==> src/rtl/calc_pkg.sv <==
// Shared types for the calculator arbiter: ALU opcodes and arbiter FSM states.
package calc_pkg;

  typedef enum logic [1:0] {
    OP_ADD = 2'b00,
    OP_SUB = 2'b01,
    OP_OR  = 2'b10,
    OP_CMP = 2'b11
  } calc_op_t;

  typedef enum logic [1:0] {
    S_IDLE = 2'd0,
    S_EXEC = 2'd1,
    S_RESP = 2'd2
  } calc_arb_state_t;

endpackage

==> src/rtl/calc_alu.sv <==
// Combinational 4-function ALU: add, subtract (both wrap mod 2^WIDTH), OR, and
// compare (0 when equal, 1 otherwise).
module calc_alu
  import calc_pkg::*;
#(
  parameter int WIDTH = 4
) (
  input  logic [WIDTH-1:0] a,
  input  logic [WIDTH-1:0] b,
  input  logic [1:0]       op,
  output logic [WIDTH-1:0] y
);

  always_comb begin
    y = '0;
    case (calc_op_t'(op))
      OP_ADD:  y = a + b;
      OP_SUB:  y = a - b;
      OP_OR:   y = a | b;
      OP_CMP:  y = (a == b) ? '0 : WIDTH'(1);
      default: y = '0;
    endcase
  end

endmodule

==> src/rtl/calc_arbiter.sv <==
// Shares one calc_alu between NREQ valid/ready requesters, one op at a time.
// Define CALC_ARB_FIXED_PRIO_EN for fixed (lowest index wins) priority instead of round-robin.
module calc_arbiter
  import calc_pkg::*;
#(
  parameter int WIDTH = 4,
  parameter int NREQ  = 2,
  parameter int IDW   = $clog2(NREQ)
) (
  input  logic                  clk,
  input  logic                  rst_n,
  input  logic [NREQ-1:0]       req_valid,
  output logic [NREQ-1:0]       req_ready,
  input  logic [NREQ*WIDTH-1:0] req_a,
  input  logic [NREQ*WIDTH-1:0] req_b,
  input  logic [NREQ*2-1:0]     req_op,
  output logic                  rsp_valid,
  input  logic                  rsp_ready,
  output logic [WIDTH-1:0]      rsp_result,
  output logic [IDW-1:0]        rsp_id
);

  // state | meaning
  // IDLE  | waiting for a request; ready offered to the granted requester
  // EXEC  | ALU evaluating the captured operands
  // RESP  | result presented until the consumer takes it
  localparam logic [1:0] ST_IDLE = S_IDLE;
  localparam logic [1:0] ST_EXEC = S_EXEC;
  localparam logic [1:0] ST_RESP = S_RESP;

  logic [1:0]       r_state;
  logic [WIDTH-1:0] r_a;
  logic [WIDTH-1:0] r_b;
  logic [1:0]       r_op;
  logic [IDW-1:0]   r_id;
  logic [WIDTH-1:0] r_rsp_result;
  logic [IDW-1:0]   r_rsp_id;

  logic             w_gnt_any;
  logic [IDW-1:0]   w_gnt_idx;
  logic             w_fire;
  logic [WIDTH-1:0] w_sel_a;
  logic [WIDTH-1:0] w_sel_b;
  logic [1:0]       w_sel_op;
  logic [WIDTH-1:0] w_alu_y;

`ifdef CALC_ARB_FIXED_PRIO_EN
  always_comb begin
    w_gnt_any = 1'b0;
    w_gnt_idx = '0;
    for (int k = NREQ - 1; k >= 0; k--) begin
      if (req_valid[k]) begin
        w_gnt_any = 1'b1;
        w_gnt_idx = IDW'(k);
      end
    end
  end
`else
  logic [IDW-1:0]  r_last;
  logic [IDW-1:0]  w_start;
  logic [NREQ-1:0] w_rot;

  // Rotate valids so bit 0 is the requester just after the last winner.
  assign w_start = (r_last == IDW'(NREQ - 1)) ? '0 : r_last + 1'b1;
  assign w_rot   = NREQ'({req_valid, req_valid} >> w_start);

  always_comb begin
    w_gnt_any = 1'b0;
    w_gnt_idx = '0;
    for (int k = 0; k < NREQ; k++) begin
      if (!w_gnt_any && w_rot[k]) begin
        w_gnt_any = 1'b1;
        w_gnt_idx = IDW'((int'(w_start) + k) % NREQ);
      end
    end
  end

  always_ff @(posedge clk or negedge rst_n) begin
    if (!rst_n) begin
      r_last <= IDW'(NREQ - 1);
    end else if (w_fire) begin
      r_last <= w_gnt_idx;
    end
  end
`endif

  assign w_fire = (r_state == ST_IDLE) && w_gnt_any;

  always_comb begin
    req_ready = '0;
    if (rst_n && w_fire) begin
      req_ready[w_gnt_idx] = 1'b1;
    end
  end

  always_comb begin
    w_sel_a  = '0;
    w_sel_b  = '0;
    w_sel_op = '0;
    for (int k = 0; k < NREQ; k++) begin
      if (w_gnt_idx == IDW'(k)) begin
        w_sel_a  = req_a[k*WIDTH +: WIDTH];
        w_sel_b  = req_b[k*WIDTH +: WIDTH];
        w_sel_op = req_op[k*2 +: 2];
      end
    end
  end

  calc_alu #(.WIDTH(WIDTH)) u_alu (
    .a  (r_a),
    .b  (r_b),
    .op (r_op),
    .y  (w_alu_y)
  );

  always_ff @(posedge clk or negedge rst_n) begin
    if (!rst_n) begin
      r_state      <= ST_IDLE;
      r_a          <= '0;
      r_b          <= '0;
      r_op         <= '0;
      r_id         <= '0;
      r_rsp_result <= '0;
      r_rsp_id     <= '0;
    end else begin
      case (r_state)
        ST_IDLE: begin
          if (w_fire) begin
            r_a     <= w_sel_a;
            r_b     <= w_sel_b;
            r_op    <= w_sel_op;
            r_id    <= w_gnt_idx;
            r_state <= ST_EXEC;
          end
        end
        ST_EXEC: begin
          r_rsp_result <= w_alu_y;
          r_rsp_id     <= r_id;
          r_state      <= ST_RESP;
        end
        ST_RESP: begin
          if (rsp_ready) begin
            r_state <= ST_IDLE;
          end
        end
        default: r_state <= ST_IDLE;
      endcase
    end
  end

  assign rsp_valid  = (r_state == ST_RESP);
  assign rsp_result = r_rsp_result;
  assign rsp_id     = r_rsp_id;

endmodule

==> config.mk <==
export PLATFORM = sky130hd
export DESIGN_NAME = calc_arbiter
export DESIGN_NICKNAME = d
export VERILOG_FILES = /design/src/rtl/calc_pkg.sv /design/src/rtl/calc_alu.sv /design/src/rtl/calc_arbiter.sv
export SDC_FILE = /design/constraint.sdc
export NUM_CORES = 1
export LEC_CHECK = 0
export CORE_MARGIN = 5
export CORE_UTILIZATION = 35
export DETAILED_ROUTE_END_ITERATION = 7
export SLEW_MARGIN = 15
export SYNTH_ARGS = -nofsm -noshare
export SYNTH_HDL_FRONTEND = slang
export SYNTH_SLANG_ARGS = --single-unit
export TNS_END_PERCENT = 1
==> constraint.sdc <==
create_clock -name clk -period 2.4 [get_ports clk]
set_clock_uncertainty 0.05 [all_clocks]
set_input_delay 0.48 -clock clk [delete_from_list [all_inputs] [get_ports clk]]
set_output_delay 0.48 -clock clk [all_outputs]
set_load 0.01 [all_outputs]
# == Word-level counts from Yosys, hierarchy flattened ==
# Cells that the tools add are included.
# op_classes
add_sub_neg,4
mul,0
div,0
magnitude_cmp,2
eq_ne,8
shifts,1
mux,16
n_bitwise,1
reduce_logical,9
# op_table
cell,count
4-bit case mux with 4 select lines,1
2-bit two-way mux,4
4-bit two-way mux,2
1-bit two-way mux,7
"2-bit equality test, second input constant",3
2-bit case mux with 3 select lines,1
4-bit adder,1
"2-bit by 1-bit equality test with 1-bit output, second input constant",2
4-bit equality test,1
1-bit logical AND,4
2-bit zero test,2
4-bit bitwise OR,1
2-bit AND reduction,2
4-bit by 1-bit right shift with 2-bit output,1
4-bit subtractor,1
"1-bit adder, second input constant",2
"1-bit by 2-bit less-than comparator with 1-bit output, second input constant",1
"2-bit by 1-bit inequality test with 1-bit output, second input constant",1
"2-bit inequality test, second input constant",1
1-bit demux with 1-bit select,1
"1-bit greater-or-equal comparator, second input constant",1
1-bit zero test,1
# totals
register_bits,19
latch_bits,0
ram_bits,0
rom_bits,0
inputBits,25
out_inout_bits,8
mem_count,0

# == Longest topological paths before layout ==
# depth
ltp_word,12
depth_mapped,8
ltp_nobuf,8

# == By module ==
# A second synthesis with hierarchy kept.
# unflattened
hier_cells,106
area_unflattened_um2,1271.2
# modules_own_cells
module,n_inst,cells_per_inst,area_each_um2,seq_area_each_um2
calc_arbiter,1,61,919.6,476.7
calc_alu,1,45,351.6,0.0

# == Least setup slack after synthesis ==
# Ideal clock, no wire load.
# synth_path
path_kind,reg-to-reg
from,reg r_a[1]
to,"reg r_rsp_result[3], in the netlist rsp_result[3]"
setup_ps,120
arrival_ps,1690
required_ps,2230
slack_ps,541
stages_incl_launch_ff,7
synth_period_minus_slack_ps,1859
path_cell_list,dfrtp_1 -> inv_1 -> ha_1 -> a21oi_1 -> nor3b_1 -> or4_1 -> a31o_1
# synth_via
elab_chain_len,2
# synth_rtl
element,line_no,text
start: declaration,calc_arbiter.sv:32,logic [WIDTH-1:0] r_a;
start signal: assignment,calc_arbiter.sv:129,r_a <= w_sel_a;
4-bit subtractor / 4-bit adder (equally long branches),"calc_alu.sv:18, calc_alu.sv:17",
4-bit case mux with 4 select lines *,calc_alu.sv:16,case (calc_op_t'(op))
end signal: assignment,calc_arbiter.sv:137,r_rsp_result <= w_alu_y;
end: declaration,calc_arbiter.sv:36,logic [WIDTH-1:0] r_rsp_result;
# Mark *: on every way between the ends. The rest lies on a longest branch, timed or not.
# A chain may end at the register's enable or synchronous reset.

# == Worst setup path in the final report ==
# layout_path
from,in req_valid[1]
to,out req_ready[0]
# layout_via
elab_chain_len,10
# layout_rtl
element,line_no,text
start: declaration,calc_arbiter.sv:12,"input logic [NREQ-1:0] req_valid,"
4-bit by 1-bit right shift with 2-bit output *,calc_arbiter.sv:65,"assign w_rot = NREQ'({req_valid, req_valid} >> w_start);"
1-bit two-way mux,calc_arbiter.sv:71,if (!w_gnt_any && w_rot[k]) begin
1-bit zero test,calc_arbiter.sv:71,
1-bit logical AND,calc_arbiter.sv:71,
1-bit two-way mux,calc_arbiter.sv:71,
1-bit by 2-bit less-than comparator with 1-bit output (not written as such) / 1-bit greater-or-equal comparator (equally long branches),calc_arbiter.sv:92,req_ready[w_gnt_idx] = 1'b1;
1-bit logical AND (not written as such),calc_arbiter.sv:92,
1-bit two-way mux (not written as such),calc_arbiter.sv:92,
1-bit demux with 1-bit select,calc_arbiter.sv:92,
2-bit two-way mux *,calc_arbiter.sv:91,if (rst_n && w_fire) begin
end: declaration,calc_arbiter.sv:13,"output logic [NREQ-1:0] req_ready,"
# Marks and branches as above.

==> out/qor.txt <==
clock slew at reported path FFs -> 110 ps
RD Place Congestion -> 0.806
initial core utilization -> 35.8%
total global-route track usage -> 12.1%
Critical Path RT -> 1870 ps
Finished Layout Cells -> 204
post-route setup TNS -> 0 ps
Num CTS Buffers -> 3
Finished Cell Area -> 1600 um^2
# DRC -> 0
Slowest Stage Delay on Critical Path -> 510 ps
number of global-route vias before repair -> 1,004
maximum VDD drop -> 0.388 mV
largest family of logic cells by synthesized area -> compound AO/OA/AOI/OAI gates
Synth Warn # -> 0
FF/Latch Area -> 477 um^2
critical path type -> input pin to primary output
Power Total -> 0.00184 W
Core Region -> 3310 um^2
worst hold slack -> 443 ps
Crit. End Element -> primary output
endpoints failing setup -> 0
leakage power -> 0.751 nW
grt total ovfl -> 0
GR peak layer -> met2
Post-DP Area -> 1570 um^2
area share of the largest cell type after synthesis -> 38.0%
post-route ant nets -> 0
number of iterations in the first detailed-routing pass -> 4
Wirelength per Cell -> 12.4 um
grt met2 use -> 22.3%
CTS tree -> built
RSZ-0062 raised after global routing -> false
die height -> 68.2 um
Synth Area in Simple Gates -> 12.6%
critical path fanouts, max -> 4
Post-DP HPWL -> 2050 um
post-CTS setup repair buffer count -> 0
layout cells sized above 1 -> 7.59%
CP Launch Type -> input pin
Fin. Hold Viols -> 0
Syn Nets -> 159
CTS HTree Levels -> 1
Root Driver -> clkbuf_4
Post-Synth Adder-Cell Area -> 13.9%
IO buf count -> 32
Yosys reg bits -> 19
Gate Count Post-Synth -> 122
Final min period -> 2220 ps
M3 GR Usage -> 3.12%
Final Net Count -> 196
met1 Use GR -> 13.5%
Die ar. -> 4650 um^2
clock net sink count -> 19
final-report max-slew violation count -> 0
PwrDens -> 1150 nW/um^2
Die W -> 68.2 um
clk buf depth -> 2
outcome -> complete, no violations
Max-cap violations -> 0
worst-margin pin slew -> 390 ps
largest net degree at the start of global routing -> 23
worst-path cell chain -> clkdlybuf4s50_1 > a21boi_4 > and3b_1 > dlygate4sd2_1
largest area contributor in the netlist -> dfrtp_1
Antenna Cells -> 0
Min-Delay Path Class -> flop to flop
register area share after synthesis -> 40.2%
DRT iter0 DRCs -> 30
syn avg cell area -> 9.71 um^2
Synth cell types -> 31
proportion of synthesized area in mux cells -> 10.1%
first-pass GRT wire length -> 4300 um
fmax -> 450 MHz
Arr. time, crit path -> 1690 ps
number of vias per cell -> 4.69
compound-cell area share of the yosys netlist -> 14.9%
Cell Rows -> 21
fill count -> 329
latest clock arrival within the worst-skew pair -> 290 ps
IO Pins -> 33
Area contributors post-synth -> dfrtp_1, ha_1, mux2i_1
XOR/XNOR share of the synthesized area -> 0.739%
antenna violations before repair -> 0
Vias -> 956
post-synthesis cell area -> 1180 um^2
Rel. slew slack -> 74.0%
drt total wl -> 2520 um
multi-input logic area -> 627 um^2
placed cells -> 200
Area Growth Syn to Fin -> 35.0%
Crit-path slowest cell -> clkdlybuf4s50_1
final period utilization -> 92.7%
==> Yosys cell counts <==
cell type and count:
clkbuf_1 1, a21boi_2 1, a21oi_1 13, nor4b_1 1, or4_1 1, buf_4 1, or4b_1 1, o21ai_1 2
o21a_1 1, o22a_1 2, and3_1 1, inv_1 15, buf_2 2, a31o_1 1, ha_1 10, and3b_1 1
nor2_1 14, nor3b_1 1, o22ai_2 1, o21ai_0 3, nand2b_1 3, dfstp_2 1, fa_1 2, a31oi_1 1
o31ai_1 3, mux2i_1 12, xnor2_1 1, buf_6 1, dfrtp_1 18, nand2_2 1, nand2_1 6
==> area by class of cell <==
type	count	area share, %
clock buffers	4	1.64
multi-input cells	83	39.2
inverters	15	3.52
repair buffers	37	22.2
flip-flops and latches	19	29.8
well taps	46	3.60
==> cells by family after synthesis <==
logic type / Yosys count
adders and majority gates: 12
AOI/OAI and AO/OA: 28
DFF: 19
muxes: 12
buffers and inverters: 20
and+or+nand+nor: 30
xor gates and xnor gates: 1
==> per-layer routing <==
layer,part of all wire (%),wire (um),vias to the layer above
li1,-,-,484
met5,0,0,-
met4,1.2,29,0
met2,49,1250,28
met1,42,1060,440
met3,7.5,189,4
==> registers in the layout, indices dropped and copies added, names as in the netlist <==
name,flops
r_state,2
r_op,2
r_a,4
rsp_id,1
r_b,4
r_last,1
r_id,1
rsp_result,4
==> worst paths after layout <==
| path | start | to | slack (ps) | cells past startpoint |
|---|---|---|---|---|
| max | req_valid[1] | req_ready[0] | 180 | 4 |
| min | rsp_result[1] | rsp_result[1] | 440 | 2 |
| max reg2reg | r_b[1] | rsp_result[3] | 420 | 6 |
| min reg2reg | rsp_result[1] | rsp_result[1] | 440 | 2 |
| max in group asynchronous | rst_n | r_last | 1490 | 2 |
| min in group asynchronous | rst_n | r_id | 550 | 2 |
==> through the flow <==
step                      worst slack, ps  util [%]
after floorplan                       541         -
after global placement              -3.12      47.4
after detailed placement            -64.5      47.4
after CTS                             170      48.3
after global routing                  106      48.3
final                                 176      48.3
==> critical path, delay by kind of cell <==
family	cells	cell delay (ps)
simple gates	1	200
buf+inv	2	790
compound gates	1	220
==> cells in the final DEF, fill, tap and decap left out <==
| master | instances |
|---|---|
| ha_1 | 10 |
| a31oi_1 | 1 |
| and3_1 | 1 |
| clkdlybuf4s50_1 | 30 |
| a21oi_1 | 13 |
| nor3b_1 | 1 |
| o21ai_1 | 2 |
| o21ai_0 | 3 |
| clkbuf_1 | 1 |
| nand2_2 | 1 |
| xnor2_1 | 1 |
| dfrtp_1 | 18 |
| buf_4 | 5 |
| a21boi_4 | 1 |
| clkbuf_4 | 3 |
| or4_1 | 1 |
| mux2i_1 | 12 |
| a31o_1 | 1 |
| nor4b_1 | 1 |
| nand2_1 | 6 |
| or4b_1 | 1 |
| fa_1 | 2 |
| dlygate4sd2_1 | 2 |
| and3b_1 | 1 |
| o31ai_1 | 3 |
| o22ai_2 | 1 |
| dfstp_2 | 1 |
| o22a_1 | 2 |
| nor2_1 | 14 |
| o21a_1 | 1 |
| nand2b_1 | 3 |
| inv_1 | 15 |
==> report_power, final <==
| group | total (W) | leakage (nW) | internal [W] | switching [W] |
|---|---|---|---|---|
| clock network | 0.000163 | 0.0150 | 0.0000647 | 0.0000979 |
| registers | 0.000611 | 0.221 | 0.000482 | 0.000129 |
| logic | 0.00107 | 0.516 | 0.000524 | 0.000543 |
| total | 0.00184 | 0.751 | 0.00107 | 0.000770 |
==> what timing repair did <==
action | CTS | global route
setup endpoints to repair | 2 | 0
gates resized for setup | 3 | 0
hold buffers | 0 | 0
Note: power is estimated with default switching activity, not from simulation.
